==> src/rtl/sc_pkg.sv <==
// Shared stochastic-computing types: stream FSM states, counter sizing and LFSR tap masks.
package sc_pkg;

    typedef enum logic [0:0] {
        IDLE = 1'b0,
        RUN  = 1'b1
    } sc_state_e;

    // Width of a counter that must hold values 0..n inclusive.
    function automatic int unsigned cnt_width(input int unsigned n);
        return $clog2(n + 1);
    endfunction

    // Maximal-length Fibonacci tap masks; bit (t-1) set for each polynomial tap t.
    function automatic logic [31:0] lfsr_taps(input int unsigned w);
        case (w)
            3:       return 32'h0000_0006;
            4:       return 32'h0000_000C;
            5:       return 32'h0000_0014;
            6:       return 32'h0000_0030;
            7:       return 32'h0000_0060;
            8:       return 32'h0000_00B8;
            9:       return 32'h0000_0110;
            10:      return 32'h0000_0240;
            11:      return 32'h0000_0500;
            12:      return 32'h0000_0829;
            13:      return 32'h0000_100D;
            14:      return 32'h0000_2015;
            15:      return 32'h0000_6000;
            16:      return 32'h0000_D008;
            17:      return 32'h0001_2000;
            18:      return 32'h0002_0400;
            19:      return 32'h0004_0023;
            20:      return 32'h0009_0000;
            24:      return 32'h00E1_0000;
            32:      return 32'h8020_0003;
            default: return 32'h0000_00B8;
        endcase
    endfunction

endpackage

==> src/rtl/lfsr.sv <==
// Free-running maximal-length Fibonacci LFSR, seeded to 1 on reset; never reaches 0.
module lfsr
    import sc_pkg::*;
#(
    parameter int unsigned DATA_WIDTH = 8
) (
    input  logic                  clk,
    input  logic                  rst,
    output logic [DATA_WIDTH-1:0] rnd
);

    localparam logic [31:0]           TAPS_ALL = lfsr_taps(DATA_WIDTH);
    localparam logic [DATA_WIDTH-1:0] TAPS     = TAPS_ALL[DATA_WIDTH-1:0];

    logic feedback;

    assign feedback = ^(rnd & TAPS);

    always_ff @(posedge clk) begin
        if (rst) begin
            rnd <= DATA_WIDTH'(1);
        end else begin
            rnd <= {rnd[DATA_WIDTH-2:0], feedback};
        end
    end

endmodule

==> src/rtl/sng_stream.sv <==
// Stochastic number generator: turns an operand into a STREAM_LEN-bit unipolar stream.
// Optional ones counter enabled by defining SNG_ONES_COUNT_EN.
module sng_stream
    import sc_pkg::*;
#(
    parameter  int unsigned WIDTH      = 8,
    parameter  int unsigned STREAM_LEN = 255,
    localparam int unsigned CW         = cnt_width(STREAM_LEN)
) (
    input  logic             clk,
    input  logic             rst,
    input  logic             in_valid,
    output logic             in_ready,
    input  logic [WIDTH-1:0] in_value,
    output logic             out_valid,
    input  logic             out_ready,
    output logic             out_bit,
    output logic             out_last
`ifdef SNG_ONES_COUNT_EN
    ,
    output logic [CW-1:0]    ones_count,
    output logic             ones_valid
`endif
);

    localparam logic [CW-1:0] LAST_IDX = CW'(STREAM_LEN - 1);

    logic [WIDTH-1:0] rnd;
    logic [WIDTH-1:0] value_reg, value_d;
    logic [CW-1:0]    cnt, cnt_d;
    sc_state_e        state, state_d;
    logic             in_ready_d, out_valid_d, out_bit_d, out_last_d;
    logic             xfer;
`ifdef SNG_ONES_COUNT_EN
    logic [CW-1:0]    ones_d;
    logic             ones_valid_d;
`endif

    lfsr #(
        .DATA_WIDTH(WIDTH)
    ) u_lfsr (
        .clk (clk),
        .rst (rst),
        .rnd (rnd)
    );

    assign xfer = out_valid & out_ready;

    // Next-state and next-output logic; cnt holds the number of bits already transferred.
    always_comb begin
        state_d     = state;
        value_d     = value_reg;
        cnt_d       = cnt;
        out_valid_d = out_valid;
        out_bit_d   = out_bit;
        out_last_d  = out_last;
`ifdef SNG_ONES_COUNT_EN
        ones_d       = ones_count;
        ones_valid_d = 1'b0;
`endif
        case (state)
            IDLE: begin
                if (in_valid) begin
                    state_d     = RUN;
                    value_d     = in_value;
                    cnt_d       = '0;
                    out_valid_d = 1'b1;
                    out_bit_d   = (rnd <= in_value);
                    out_last_d  = (LAST_IDX == '0);
`ifdef SNG_ONES_COUNT_EN
                    ones_d      = '0;
`endif
                end
            end
            RUN: begin
                if (xfer) begin
`ifdef SNG_ONES_COUNT_EN
                    if (out_bit) ones_d = ones_count + CW'(1);
                    ones_valid_d = out_last;
`endif
                    if (out_last) begin
                        state_d     = IDLE;
                        out_valid_d = 1'b0;
                        out_bit_d   = 1'b0;
                        out_last_d  = 1'b0;
                    end else begin
                        cnt_d      = cnt + CW'(1);
                        out_bit_d  = (rnd <= value_reg);
                        out_last_d = (cnt_d == LAST_IDX);
                    end
                end
            end
            default: state_d = IDLE;
        endcase
        in_ready_d = (state_d == IDLE);
    end

    always_ff @(posedge clk) begin
        if (rst) begin
            state     <= IDLE;
            value_reg <= '0;
            cnt       <= '0;
            in_ready  <= 1'b1;
            out_valid <= 1'b0;
            out_bit   <= 1'b0;
            out_last  <= 1'b0;
`ifdef SNG_ONES_COUNT_EN
            ones_count <= '0;
            ones_valid <= 1'b0;
`endif
        end else begin
            state     <= state_d;
            value_reg <= value_d;
            cnt       <= cnt_d;
            in_ready  <= in_ready_d;
            out_valid <= out_valid_d;
            out_bit   <= out_bit_d;
            out_last  <= out_last_d;
`ifdef SNG_ONES_COUNT_EN
            ones_count <= ones_d;
            ones_valid <= ones_valid_d;
`endif
        end
    end

endmodule

==> config.mk <==
export PLATFORM = sky130hd
export DESIGN_NAME = sng_stream
export DESIGN_NICKNAME = d
export VERILOG_FILES = /design/src/rtl/sc_pkg.sv /design/src/rtl/lfsr.sv /design/src/rtl/sng_stream.sv
export SDC_FILE = /design/constraint.sdc
export NUM_CORES = 1
export LEC_CHECK = 0
export ABC_AREA = 0
export CAP_MARGIN = 20
export CORE_ASPECT_RATIO = 1.2
export CORE_MARGIN = 5
export CORE_UTILIZATION = 50
export DETAILED_ROUTE_END_ITERATION = 16
export GPL_TIMING_DRIVEN = 0
export PLACE_DENSITY = 0.74
export SLEW_MARGIN = 20
export SYNTH_ARGS = -nofsm -noshare
export SYNTH_HDL_FRONTEND = slang
export SYNTH_HIERARCHICAL = 1
export SYNTH_SLANG_ARGS = --single-unit
==> constraint.sdc <==
create_clock -name clk -period 1.8 [get_ports clk]
set_input_delay 0.36 -clock clk [delete_from_list [all_inputs] [get_ports clk]]
set_output_delay 0.36 -clock clk [all_outputs]
set_load 0.005 [all_outputs]
Yosys cells after proc, flatten, opt, wreduce, memory -nomap -nowiden
Index checks and enable logic that the tools add are counted.
- register bits: 29
- input bits: 12
- add/sub/neg operators: 1
- order comparisons: 2
- equal/unequal tests: 5
- mux-type cells: 20
- bitwise operators: 3
- reduce and logical (&&, ||, !) cells: 5
- operators with widths (kind ; number):
    2-to-1 mux 8 bit ; 3
    less-or-equal comparator 8 bit ; 2
    case mux 8 bit (2 select lines) ; 1
    2-to-1 mux 1 bit ; 12
    adder 8 x 1 -> 8 bit (second input constant) ; 1
    == test 8 bit (second input constant) ; 1
    case mux 1 bit (2 select lines) ; 4
    XOR reduction 8 bit ; 1
    != test 2 bit (second input constant) ; 3
    AND reduction 3 bit ; 2
    AND reduction 2 bit ; 2
    != test 2 x 1 -> 1 bit (second input constant) ; 1
    NOT 1 bit ; 2
    bitwise AND 1 bit ; 1

Longest topological paths before layout
Gate-level depths: netlist (run 1).
- depth after elaboration: 5
- mapped depth: 7
- gate-level depth less buffers: 7

By module
The synthesis (run 1) kept the hierarchy.
- by module, submodules not included (module ; times used ; cells each ; area each (sq um) ; seq. area each (sq um)):
    sng_stream ; 1 ; 169 ; 1328.8 ; 420.4
    lfsr ; 1 ; 19 ; 236.5 ; 160.2

Least setup slack after synthesis (run 1)
OpenSTA, ideal clock, no wires.
- path type: flip-flop to flip-flop
- start: reg value_reg[1]
- end: reg out_bit
- setup time: 0.080 ns
- arrival: 1.635 ns
- setup slack: 0.085 ns
- stages on the path, launching flop included: 8
- path buffers: 0
- clock period less this slack: 1.715 ns
- cell sequence: dfxtp_1 inv_1 ha_1 nor2b_1 o211ai_1 a211oi_1 or4b_4 a211oi_2
- longest elaborated chain between the ends: 4
- RTL lines (element ; line ; RTL):
    start, declared ; sng_stream.sv:29 ; logic [WIDTH-1:0] value_reg, value_d;
    start signal, assigned ; sng_stream.sv:113 ; value_reg <= value_d;
    less-or-equal comparator 8 bit ; sng_stream.sv:88 ; out_bit_d = (rnd <= value_reg);
    2-to-1 mux 1 bit ; sng_stream.sv:81 ; if (out_last) begin
    2-to-1 mux 1 bit ; sng_stream.sv:76 ; if (xfer) begin
    case mux 1 bit (2 select lines) ; sng_stream.sv:61 ; case (state)
    end signal, assigned ; sng_stream.sv:117 ; out_bit <= out_bit_d;
    end, declared ; sng_stream.sv:17 ; output logic out_bit,
Every way passes these cells. The select of a mux whose other input is x is not followed.
A chain may end at the register's enable or synchronous reset.

Worst setup path in the final report (run 1)
- start: reg u_lfsr.rnd[3]
- end: reg out_bit
- longest elaborated chain between the ends: 4
- elaborated cells between the ends (all ways): 6
- those cells by class: 2 x order compare; 4 x mux
- RTL lines (element ; line ; RTL):
    start, declared ; lfsr.sv:9 ; output logic [DATA_WIDTH-1:0] rnd
    start signal, assigned ; lfsr.sv:23 ; rnd <= {rnd[DATA_WIDTH-2:0], feedback};
    less-or-equal comparator 8 bit ; sng_stream.sv:88 ;
    2-to-1 mux 1 bit ; sng_stream.sv:81 ;
    2-to-1 mux 1 bit ; sng_stream.sv:76 ;
    case mux 1 bit (2 select lines) * ; sng_stream.sv:61 ;
Mark *: on every way between the ends. The rest lies on a longest branch, timed or not. The select of a mux whose other input is x is not followed.

==> flow_metrics.env, run 1 <==
export IMPL_dp_hpwl_um=2684
export IMPL_power_switching_mw=0.3666
export IMPL_maxSlewViolCount=0
export IMPL_final_layout_size_suffix_gt1_share_pct=26.03
export IMPL_final_hold_viol_count=0
export IMPL_synthAdderAreaFrac_pct=14.39
export IMPL_met3_length_um=104
export IMPL_clockBufferDepth=2
export IMPL_diodes=0
export IMPL_power_leakage_nw=0.8635
export IMPL_drt_wl_total_um=3889
export IMPL_synth_async_reset_ratio_pct=0
export IMPL_synthFlopType="dfxtp_1"
export IMPL_syn_inst=188
export IMPL_powerDensity_nw_per_um2=708.0
export IMPL_ys_types=32
export IMPL_postLayoutSetupSlackWorst_ns=-0.1084
export IMPL_cap_viol_max_count=0
export IMPL_cts_tree="built"
export IMPL_met1Wirelength_um=1545
export IMPL_clockPowerShare_pct=38.2
export IMPL_grt_max_degree=12
export IMPL_ys_ff_latch=29
export IMPL_io_pins=16
export IMPL_place_congestion=0.8981
export IMPL_switching_share_pct=24.84
export IMPL_h_tree_depth=2
export IMPL_clock_sinks=29
export IMPL_r2r_slack_ns=-0.11
export IMPL_vdd_ir_drop_max_uv=517.2
export IMPL_die_h_um=71.29
export IMPL_finalSetupViolations=1
export IMPL_grt_usage_pct=18.28
export IMPL_avgSynthCellArea_um2=8.326
export IMPL_drcViolationCount=0
export IMPL_synth_compound_area_share_pct=14.87
export IMPL_wl_met2_um=2160
export IMPL_placed_cells=239
export IMPL_synthesis_area_um2=1565
export IMPL_pre_cts_slack_ns=-0.4795
export IMPL_syn_nets=218
export IMPL_clk_latency_ns=0.33
export IMPL_via_per_inst=5.494
export IMPL_top_layer="met4"
export IMPL_p_int_mw=1.109
export IMPL_drt_pass1_iter_count=4
export IMPL_grt_first_pass_wirelength_um=5892
export IMPL_place_area_um2=1760
export IMPL_ctsHoldBuffers=0
export IMPL_cts_root_buf="clkbuf_4"
export IMPL_ant_nets=0
export IMPL_gr_total_overflow=0
export IMPL_seqPwrFrac_pct=46.3
export IMPL_rsz0062_at_grt="yes"
export IMPL_worstPathArrival_ns=2.17
export IMPL_crit_type="flop to flop"
export IMPL_cp_max_fo=4
export IMPL_yosys_warnings=6
export IMPL_finalNetCount=248
export IMPL_final_cells=255
export IMPL_status="complete, but fails checks"
export IMPL_combPwrFrac_pct=15.5
export IMPL_fin_worst_skew_ns=0.005277
export IMPL_tightest_slew_ns=0.4612
export IMPL_finalInstanceArea_um2=2085
export IMPL_cts_buffers=5
export IMPL_start_util_pct=51.69
export IMPL_first_iter_violations=42
export IMPL_first_global_vias=1390
export IMPL_startpoint_type="flop"
export IMPL_wl_per_cell_um=15.25
export IMPL_maxSlewHeadroom_pct=69.25
export IMPL_synthMuxAreaShare_pct=0
export IMPL_synth_xor_area_share_pct=3.357
export IMPL_synth_seq_area_share_pct=37.09
export IMPL_violations="setup timing"
export IMPL_core_um2=3028
export IMPL_antenna_found_initial=0
export IMPL_min_path_type="primary input to flop"
export IMPL_dieArea_um2=4354
export IMPL_synthSimpleGateAreaFrac_pct=23.82
export IMPL_period_minus_slack_ns=1.908
export IMPL_clk_pin_slew_worst_paths_ns=0.09
export IMPL_via_count=1401
export IMPL_io_buffers=15
export IMPL_synth_edff_count=0
export IMPL_fin_crit_sh_pct=106.0
export IMPL_crit_required_ns=2.06
export IMPL_end_kind="flop"
export IMPL_area_delta_synth_final_pct=33.17
export IMPL_fp_dieW_um=61.08
export IMPL_rows=22
export IMPL_fmax_mhz=524.0
export IMPL_synth_top_family_by_area="simple AND/OR/NAND/NOR gates"
==> cell usage after synthesis, types with 2 or more instances <==
library cell / count / area [um^2]
and3_1: 3 / 18.77
nor2_1: 13 / 48.80
nand3_1: 6 / 30.03
a21oi_1: 20 / 100.1
or3_1: 4 / 25.02
o211ai_1: 2 / 15.01
xor2_1: 3 / 26.28
a211oi_1: 4 / 30.03
nand2_1: 19 / 71.32
dfxtp_1: 29 / 580.6
o21ai_0: 7 / 35.03
nand3b_1: 3 / 22.52
nand2b_1: 2 / 12.51
xnor2_1: 3 / 26.28
nor2b_1: 10 / 62.56
clkbuf_1: 4 / 15.01
a31oi_1: 2 / 12.51
nand4_1: 5 / 31.28
ha_1: 18 / 225.2
inv_1: 18 / 67.56
nor4_1: 2 / 12.51
==> logic make-up after synthesis <==
logic type,after synthesis
DFF,29
buffers and inverters,24
and+or+nand+nor,72
adders and majority gates,18
xor gates and xnor gates,6
AOI/OAI and AO/OA,39
==> critical path: stages (launching register included) <==
cell and delay [ns]:
dfxtp_1 0.38, ha_1 0.35, nand4_1 0.15, nor2_2 0.20, a211oi_2 0.06, or4b_4 0.52
a211oi_2 0.17
==> layout make-up <==
cell class	instances	area (um^2)
multi-input cells	135	1027
fillers	235	943.4
flip-flops and latches	29	600.6
repair buffers	23	222.7
inverters	18	67.56
clock buffers	7	55.05
well taps	36	45.04
plain buffers	6	36.28
clock inverters	1	30.03
==> layer usage <==
| metal | global-route usage (%) | vias to the layer above |
|---|---|---|
| met5 | 0 | - |
| met4 | 8.675 | 0 |
| met3 | 6.667 | 7 |
| met2 | 32.24 | 20 |
| met1 | 18.24 | 670 |
| li1 | - | 704 |
==> power groups by stage <==
stage	Clock, mW	Sequential [mW]	Combinational (mW)
after floorplan	0	0.693	0.110
after global placement	0	0.696	0.174
after detailed placement	0	0.697	0.183
after CTS	0.574	0.682	0.189
after global routing	0.608	0.686	0.254
final	0.564	0.683	0.229
==> placed cells by master, fill, tap and decap left out, drive strengths merged, types with 2 or more instances in the layout <==
cell type	n
nand2b	2
a31oi	2
buf	10
inv	18
or3	4
nor4	2
a21oi	20
a211oi	5
o211ai	2
clkdlybuf4s50	10
dlymetal6s2s	5
and3	3
nand4	5
nand3b	3
nor2	14
nand3	6
nor2b	10
clkbuf	11
xnor2	3
nand2	20
dfxtp	29
o21ai	7
xor2	3
ha	18
==> metrics by stage <==
step	utilization (%)	hold slack (ns)	power, mW	TNS (ns)
2_1_floorplan	-	0.4316	0.8022	0
3_3_place_gp	58.14	0.4460	0.8694	-5.029
3_5_place_dp	58.14	0.4493	0.8800	-5.696
4_1_cts	61.74	0.4620	1.445	-0.07033
5_1_grt	68.84	0.3060	1.548	-0.1704
6_report	68.84	0.3163	1.476	-0.1084
==> timing repair <==
action / 4_1_cts / 5_1_grt
pin swaps: 3 / 16
cloned: 0 / 0
gates resized for setup: 6 / 38
setup buffers: 0 / 8
endpoints found under the setup margin: 11 / 11
==> path summary, 6_finish.rpt <==
path,start,depth (start not counted),end
max,u_lfsr/rnd[3],6,out_bit
min,in_value[3],3,value_reg[3]
max reg2reg,u_lfsr/rnd[3],6,out_bit
min reg2reg,value_reg[1],2,value_reg[1]
No activity file was read; power rests on OpenSTA's default activity.
==> run 2: changes to the inputs <==
--- a/config.mk
+++ b/config.mk
@@ -9,10 +9,10 @@
 export CAP_MARGIN = 20
 export CORE_ASPECT_RATIO = 1.2
 export CORE_MARGIN = 5
-export CORE_UTILIZATION = 50
+export CORE_UTILIZATION = 55
 export DETAILED_ROUTE_END_ITERATION = 16
 export GPL_TIMING_DRIVEN = 0
-export PLACE_DENSITY = 0.74
+export PLACE_DENSITY = 0.78
 export SLEW_MARGIN = 20
 export SYNTH_ARGS = -nofsm -noshare
 export SYNTH_HDL_FRONTEND = slang
==> constraint.sdc (replaced) <==
create_clock -name clk -period 1.9 [get_ports clk]
set_input_delay 0.38 -clock clk [delete_from_list [all_inputs] [get_ports clk]]
set_output_delay 0.38 -clock clk [all_outputs]
set_load 0.005 [all_outputs]
==> run 2 against run 1 <==
The run still ends with setup timing left. Combinational power shrank 11%. Die area fell by 7.7%. Sequential share of layout area increased by 0.77 points. Fmax shrank 0.27%. Routed wire length is 3.6% higher. Utilization is 4.0 points higher. Worst setup slack improved by 0.095 ns. Highest routed layer unchanged. Critical path depth rose by 1.
==> flow_metrics.env, run 2 (synthesized netlist as in run 1, its figures left out) <==
export IMPL_violations="setup timing"
export IMPL_final_layout_size_suffix_gt1_share_pct=22.43
export IMPL_top_layer="met4"
export IMPL_worstPathArrival_ns=2.17
export IMPL_tightest_slew_ns=0.5549
export IMPL_layout_common_cells="20 x a21oi_1, 19 x nand2_1, 18 x dfxtp_1"
export IMPL_start_util_pct=56.73
export IMPL_grt_usage_pct=21.43
export IMPL_cts_root_buf="clkbuf_4"
export IMPL_clockBufferDepth=2
export IMPL_wl_met2_um=2239
export IMPL_cp_max_fo=2
export IMPL_grt_max_degree=12
export IMPL_area_delta_synth_final_pct=28.38
export IMPL_first_global_vias=1510
export IMPL_crit_type="flop to flop"
export IMPL_met1Wirelength_um=1519
export IMPL_antenna_found_initial=0
export IMPL_powerDensity_nw_per_um2=690.7
export IMPL_placed_cells=237
export IMPL_clock_sinks=29
export IMPL_pre_cts_slack_ns=-0.4016
export IMPL_period_minus_slack_ns=1.913
export IMPL_diodes=0
export IMPL_first_iter_violations=50
export IMPL_postLayoutSetupSlackWorst_ns=-0.01350
export IMPL_holdPathStages=3
export IMPL_clk_latency_ns=0.33
export IMPL_drt_pass1_iter_count=4
export IMPL_wl_per_cell_um=16.24
export IMPL_final_cells=248
export IMPL_whs_ns=0.3560
export IMPL_crit_required_ns=2.15
export IMPL_layout_commonest_cell="a21oi_1"
export IMPL_r2r_cells=7
export IMPL_fmax_mhz=522.6
export IMPL_power_leakage_nw=0.8148
export IMPL_fin_worst_skew_ns=0.008340
export IMPL_via_per_inst=5.625
export IMPL_min_path_type="primary input to flop"
export IMPL_r2r_slack_ns=-0.01
export IMPL_rows=21
export IMPL_clk_pin_slew_worst_paths_ns=0.09
export IMPL_post_route_util_pct=72.83
export IMPL_met3_length_um=103
export IMPL_cts_tree="built"
export IMPL_startpoint_type="flop"
export IMPL_final_hold_viol_count=0
export IMPL_ant_nets=0
export IMPL_fin_crit_sh_pct=100.7
export IMPL_finalSetupViolations=1
export IMPL_place_congestion=0.8568
export IMPL_cts_buffers=5
export IMPL_whs_endpoint="value_reg[7]"
export IMPL_end_kind="flop"
export IMPL_status="complete, but fails checks"
export IMPL_maxSlewViolCount=0
export IMPL_dp_hpwl_um=2684
export IMPL_drt_wl_total_um=4028
export IMPL_fp_dieW_um=58.70
export IMPL_drcViolationCount=0
export IMPL_io_buffers=15
export IMPL_cap_viol_max_count=0
export IMPL_r2r_end="out_bit"
export IMPL_h_tree_depth=2
export IMPL_fin_setup_tns_ns=-0.01350
export IMPL_dieArea_um2=4017
export IMPL_r2r_start="value_reg[6]"
export IMPL_core_um2=2759
export IMPL_die_h_um=68.44
export IMPL_hp_start="in_value[7]"
export IMPL_gr_total_overflow=0
export IMPL_ctsHoldBuffers=0
export IMPL_finalNetCount=243
export IMPL_grt_first_pass_wirelength_um=6389
export IMPL_io_pins=16
export IMPL_via_count=1395
export IMPL_maxSlewHeadroom_pct=63.01
export IMPL_vdd_ir_drop_max_uv=556.8
==> run 2: worst max path at each step <==
stage                 startpoint      end  cells after the start
floorplan            in_value[5]  out_bit                      7
global placement     in_value[5]  out_bit                      8
detailed placement   in_value[5]  out_bit                      8
CTS                  in_value[7]  out_bit                      7
global route        value_reg[6]  out_bit                      7
finish              value_reg[6]  out_bit                      7
==> run 2: metrics by stage <==
step                cell area [um^2]  total power [mW]
finish                          2009             1.388
detailed placement              1758            0.8339
global route                    2009             1.445
CTS                             1894             1.369
global placement                1758            0.8225
floorplan                       1565            0.7600
==> run 2: cell type report <==
class,instances,area (um^2)
timing repair buffer,18,171.4
buffer,6,35.03
multi-input combinational,135,1013
tap,34,42.54
fill,215,749.5
clock buffer,7,55.05
sequential,29,594.3
inverter,18,67.56
clock inverter,1,30.03
==> run 2: layer usage <==
layer / global-route usage, % / vias to the layer above
li1: - / 694
met1: 19.79 / 659
met4: 12.18 / 0
met3: 5.472 / 14
met2: 41.90 / 28
met5: 0 / -
==> run 2: critical path, cell delays in order, from the launching register on <==
cell      delay [ns]
dfxtp_2         0.34
inv_1           0.08
ha_4            0.29
nand4_1         0.16
nor2_2          0.17
a21oi_1         0.06
or4b_4          0.51
a211oi_2        0.22
==> run 2: where the power goes <==
part / total (mW) / switching (mW) / internal (mW) / leakage (nW)
clock: 0.534 / 0.220 / 0.314 / 0.0455
combinational: 0.204 / 0.106 / 0.0973 / 0.528
sequential: 0.651 / 0.0185 / 0.632 / 0.242
==> run 2: timing repair <==
item	CTS	global route
setup endpoints to repair	1	11
gates resized for setup	12	27
pin swaps	8	10
setup buffers	2	1
